--- src/rtl/console_tx_buffer_if.sv ---
// Byte-stream handshake bundle between the CPU output stream, the buffer and
// the JTAG UART input stream. The master side is whoever drives the upstream
// byte and the downstream consume strobe; the buffer itself is the slave.
interface console_tx_buffer_if #(
    parameter int DEPTH_LOG2 = 4
);
    logic                  in_canPeek;
    logic [7:0]            in_peek;
    logic                  in_consume_en;
    logic                  out_canPeek;
    logic [7:0]            out_peek;
    logic                  out_consume_en;
    logic [DEPTH_LOG2:0]   count;

    modport master (
        output in_canPeek,
        output in_peek,
        output out_consume_en,
        input  in_consume_en,
        input  out_canPeek,
        input  out_peek,
        input  count
    );

    modport slave (
        input  in_canPeek,
        input  in_peek,
        input  out_consume_en,
        output in_consume_en,
        output out_canPeek,
        output out_peek,
        output count
    );
endinterface

--- src/rtl/console_tx_buffer.sv ---
// Elastic byte FIFO between the CPU character stream and the JTAG UART.
// Optionally expands each LF into CR LF on the way out; the CR is synthesised
// by the output state machine and never occupies a storage slot.
module console_tx_buffer #(
    parameter int DEPTH_LOG2 = 4,
    parameter bit CRLF       = 1'b1
) (
    input  logic clock,
    input  logic reset,
    console_tx_buffer_if.slave bus
);
    localparam int DEPTH = 1 << DEPTH_LOG2;
    localparam logic [DEPTH_LOG2:0] FULL_COUNT = {1'b1, {DEPTH_LOG2{1'b0}}};

    typedef enum logic {
        SEND    = 1'b0,
        LF_PEND = 1'b1
    } state_t;

    logic [7:0]            mem_q [DEPTH];
    logic [DEPTH_LOG2-1:0] wr_ptr_q;
    logic [DEPTH_LOG2-1:0] wr_ptr_d;
    logic [DEPTH_LOG2-1:0] rd_ptr_q;
    logic [DEPTH_LOG2-1:0] rd_ptr_d;
    logic [DEPTH_LOG2:0]   count_q;
    logic [DEPTH_LOG2:0]   count_d;
    state_t                state_q;

    logic       full;
    logic       empty;
    logic [7:0] head;
    logic       head_is_lf;
    logic       can_peek;
    logic       take;
    logic       push;
    logic       pop;
    logic       enter_lf;

    assign full  = (count_q == FULL_COUNT);
    assign empty = (count_q == '0);
    assign head  = mem_q[rd_ptr_q];

    // Only an LF that is due for expansion needs the extra CR beat.
    assign head_is_lf = CRLF && (head == 8'h0A);

    // The pending LF is always presentable; otherwise we need a stored byte.
    assign can_peek = (state_q == LF_PEND) || !empty;
    assign take     = bus.out_consume_en && can_peek;

    // A real pop happens for plain bytes and for the LF half of an expansion;
    // taking the synthesised CR leaves the FIFO untouched.
    assign pop      = take && ((state_q == LF_PEND) || !head_is_lf);
    assign enter_lf = take && (state_q == SEND) && head_is_lf;

    // Accept upstream only when there is room; full stalls even while the
    // downstream pops, since nothing bypasses the storage.
    assign push = bus.in_canPeek && !full && reset;

    assign bus.in_consume_en = push;
    assign bus.out_canPeek   = can_peek;
    assign bus.count         = count_q;

    // Downstream byte: LF while expanding, CR in front of an LF, else the head.
    always_comb begin
        bus.out_peek = 8'h00;
        if (state_q == LF_PEND) begin
            bus.out_peek = 8'h0A;
        end else if (!empty) begin
            bus.out_peek = head_is_lf ? 8'h0D : head;
        end
    end

    // Pointer and occupancy next-state; simultaneous push and pop keeps count.
    always_comb begin
        wr_ptr_d = push ? wr_ptr_q + 1'b1 : wr_ptr_q;
        rd_ptr_d = pop  ? rd_ptr_q + 1'b1 : rd_ptr_q;
        count_d  = count_q;
        case ({push, pop})
            2'b10:   count_d = count_q + 1'b1;
            2'b01:   count_d = count_q - 1'b1;
            default: count_d = count_q;
        endcase
    end

    // Output state machine plus pointers; reset discards buffered data and any pending LF.
    always_ff @(posedge clock or negedge reset) begin
        if (!reset) begin
            wr_ptr_q <= '0;
            rd_ptr_q <= '0;
            count_q  <= '0;
            state_q  <= SEND;
        end else begin
            wr_ptr_q <= wr_ptr_d;
            rd_ptr_q <= rd_ptr_d;
            count_q  <= count_d;
            case (state_q)
                SEND: begin
                    if (enter_lf) begin
                        state_q <= LF_PEND;
                    end
                end
                LF_PEND: begin
                    if (pop) begin
                        state_q <= SEND;
                    end
                end
                default: state_q <= SEND;
            endcase
        end
    end

    // Byte storage; contents are don't-care after reset, so it has no reset.
    always_ff @(posedge clock) begin
        if (push) begin
            mem_q[wr_ptr_q] <= bus.in_peek;
        end
    end
endmodule

--- src/flat_wrapper.sv ---
// flat-port wrapper written by rule: the top's interface ports become plain ports
module console_tx_buffer_flat 
#(
    parameter int DEPTH_LOG2 = 4,
    parameter bit CRLF       = 1'b1
)
  (clock, reset, bus_in_canPeek, bus_in_peek, bus_out_consume_en, bus_in_consume_en, bus_out_canPeek, bus_out_peek, bus_count);
  console_tx_buffer_if #(.DEPTH_LOG2(DEPTH_LOG2)) bus_i ();
  input  logic clock;
  input  logic reset;
  input wire logic [$bits(bus_i.in_canPeek)-1:0] bus_in_canPeek;
  input wire logic [$bits(bus_i.in_peek)-1:0] bus_in_peek;
  input wire logic [$bits(bus_i.out_consume_en)-1:0] bus_out_consume_en;
  output wire logic [$bits(bus_i.in_consume_en)-1:0] bus_in_consume_en;
  output wire logic [$bits(bus_i.out_canPeek)-1:0] bus_out_canPeek;
  output wire logic [$bits(bus_i.out_peek)-1:0] bus_out_peek;
  output wire logic [$bits(bus_i.count)-1:0] bus_count;
  assign bus_i.in_canPeek = bus_in_canPeek;
  assign bus_i.in_peek = bus_in_peek;
  assign bus_i.out_consume_en = bus_out_consume_en;
  assign bus_in_consume_en = bus_i.in_consume_en;
  assign bus_out_canPeek = bus_i.out_canPeek;
  assign bus_out_peek = bus_i.out_peek;
  assign bus_count = bus_i.count;
  console_tx_buffer #(.DEPTH_LOG2(DEPTH_LOG2), .CRLF(CRLF)) u_core (.clock(clock), .reset(reset), .bus(bus_i));
endmodule
--- config.mk ---
export PLATFORM = sky130hd
export DESIGN_NAME = console_tx_buffer_flat
export DESIGN_NICKNAME = d
export VERILOG_FILES = /design/src/rtl/console_tx_buffer_if.sv /design/src/rtl/console_tx_buffer.sv /design/src/flat_wrapper.sv
export SDC_FILE = /design/constraint.sdc
export NUM_CORES = 1
export LEC_CHECK = 0
export CORE_MARGIN = 8
export CORE_UTILIZATION = 50
export CTS_CLUSTER_SIZE = 30
export DETAILED_ROUTE_END_ITERATION = 8
export GPL_TIMING_DRIVEN = 0
export PLACE_DENSITY = 0.67
export SKIP_CTS_REPAIR_TIMING = 1
export SLEW_MARGIN = 20
export SYNTH_ARGS = -nofsm -noshare
export SYNTH_HDL_FRONTEND = slang
export SYNTH_SLANG_ARGS = --single-unit
export TNS_END_PERCENT = 1
--- constraint.sdc ---
create_clock -name clock -period 8.9 [get_ports clock]
set_input_delay 1.335 -clock clock [delete_from_list [all_inputs] [get_ports clock]]
set_output_delay 1.335 -clock clock [all_outputs]
set_load 0.01 [all_outputs]
==> results.toml <==
[finish]
stdcell_count = 514
nets = 380
n_antenna_cell = 0
n_fill_cell = 852
stdcell_area_sq_um = 6920
fin_util_pct = 60.6
layout_common_cells = "128 x edfxtp_1, 31 x mux4_2, 26 x clkdlybuf4s50_1"
area_growth_pct = 18.2
drive_above_1_share_pct = 19.9
layout_commonest_cell = "edfxtp_1"

[sta]
period_share_pct = 57.5
setup_ws_ns = 3.78
worstMarginPinSlew_ns = 1.01
finalSetupViolCount = 0
hold_viol = 0
slew_violations = 0
max_slew_margin_pct = 32.2
max_freq_mhz = 195
finalClockSkew_ns = 0.0177
rsz0062_at_grt = "no"
period_needed_ns = 5.12
fin_setup_tns_ns = 0
whs_ns = 0.524

[floorplan]
initial_core_util_pct = 51.2
die_h_microns = 124
die_w_microns = 124
die_area_sq_um = 15400
row_count = 39
core_sq_um = 11400
ios = 27

[synthesis]
synth_fp_nets = 335
ys_ff_latch = 142
synth_warnings = 0
ys_async_sr_fraction_pct = 9.86
synth_edf_count = 128
syn_area_sq_um = 5850
ys_seq_area_share_pct = 71.7
synth-main-ff-cell = "edfxtp_1"
syn_avg_cell_area_sq_um = 18.7
synth_cell_type_count = 39
syn_inst = 313

[clocking]
insertion_delay_ns = 0.42
cts_buffer_depth = 2
cts.clk_slew.worst_paths_ns = 0.06
cts_sinks = 142
htree_num_levels = 4
cts_made_buffers = 17
cts_root_buffer = "clkbuf_16"
cts_tree = "done"

[power]
peakVddDrop_v = 0.000225
p_per_area_nw_per_um2 = 342
total_leakage_power_nw = 2.33
p_total_mw = 2.37

[detailed_routing]
drt_wl_total_mm = 11.6
wl_met3_microns = 891
drt-initial-drc-count = 239
avgViaCountPerCell = 5.75
wl_met1_mm = 4.80
wl_per_cell_microns = 22.6
highest_layer = "met4"
drc = 0
wl_met2_mm = 5.83
route.vias.total = 2958
ant_nets = 0
drt-pass1-iter-count = 4

[critical_path]
critical_path.max_fanout = 10
critPathRequiredTime_ns = 7.57
crit_path_end_kind = "output port"
crit_arrival_ns = 3.78
start_kind = "register"
criticalPathCategory = "reg2out"

[job]
cap_violations = 0

[place]
gp_congestion = 0.809
dpl_cell_area_sq_um = 6310
dp.cells = 482
place_ws_ns = 3.86
buffer_ports.inserted = 26
dp_hpwl_mm = 7.69

[status]
status = "completed"

[global_route]
grt_max_degree = 17
grt_pass1_vias = 3073
grt.overflow.total = 0
antenna_found_initial = 0
grtUsageTotal_pct = 16.9
grt_pass1_wl_mm = 18.2

[worst_hold_path]
hp-class = "reg2reg"
-- power breakdown --
| group | internal, mW | switching [mW] | total, mW |
|---|---|---|---|
| Clock | 0.445 | 0.278 | 0.723 |
| Sequential | 0.790 | 0.0338 | 0.824 |
| Combinational | 0.381 | 0.438 | 0.819 |
-- cells in the mapped netlist, types with 5 or more instances --
master / n / area (sq um)
a22oi_1: 10 / 75.1
o21ai_0: 5 / 25.0
a21oi_1: 6 / 30.0
xor2_1: 5 / 43.8
edfxtp_1: 128 / 3840
ha_1: 9 / 113
mux4_2: 31 / 698
buf_1: 5 / 18.8
xnor2_1: 5 / 43.8
nand2_1: 17 / 63.8
dfrtp_1: 14 / 350
inv_1: 8 / 30.0
nor2_1: 17 / 63.8
clkbuf_1: 5 / 18.8
-- worst max-delay path, stage by stage, from the launching register on --
cell             delay (ns)
dfrtp_1                0.44
buf_1                  0.57
mux4_2                 0.43
a22oi_1                0.34
nand2_1                0.16
nor4_4                 0.41
nand2_1                0.19
a31oi_1                0.26
clkdlybuf4s50_1        0.58
-- worst paths after layout --
path	start	end	slack [ns]	cells past startpoint
max in group asynchronous	reset	u_core.state_q$_DFF_PN0_	7.14	1
max	u_core.rd_ptr_q[1]$_DFFE_PN0P_	bus_out_peek[0]	3.78	8
min	u_core.bus.count[4]$_DFFE_PN0P_	u_core.bus.count[4]$_DFFE_PN0P_	0.52	1
min in group asynchronous	reset	u_core.bus.count[2]$_DFFE_PN0P_	1.32	1
max reg2reg	u_core.rd_ptr_q[1]$_DFFE_PN0P_	u_core.bus.count[4]$_DFFE_PN0P_	4.86	15
min reg2reg	u_core.bus.count[4]$_DFFE_PN0P_	u_core.bus.count[4]$_DFFE_PN0P_	0.52	1
-- per-layer routing --
metal	vias to the layer above	GRT usage, %
met2	94	26.5
met4	0	5.58
li1	1347	-
met5	-	0
met3	11	6.03
met1	1506	21.4
-- cells by family (layout without fill, tap and decap cells) --
logic type | count (synthesis) | in the layout | synth area share, %
flip-flops | 142 | 142 | 71.7
multiplexers | 37 | 37 | 13.3
AO/OA/AOI/OAI | 35 | 35 | 4.17
AND/OR/NAND/NOR | 56 | 56 | 4.94
XOR/XNOR | 10 | 10 | 1.50
adder cells (fa/ha/maj) | 10 | 10 | 2.27
buffers and inverters | 23 | 81 | 2.08
-- sequential cells by signal (all words and copies together), names as in the netlist --
register / flops
u_core.mem_q: 128
u_core.rd_ptr_q: 4
u_core.state_q: 1
u_core.wr_ptr_q: 4
u_core.bus.count: 5
-- area by class of cell --
cell class	count	area [sq um]	share of cell area [%]
plain buffers	14	87.6	1.27
clock buffers	17	425	6.15
clock inverters	15	183	2.64
inverters	9	33.8	0.489
multi-input cells	148	1550	22.5
flip-flops and latches	142	4190	60.6
well taps	143	179	2.59
repair buffers	26	260	3.76
Note: power is estimated with default switching activity, not from simulation.
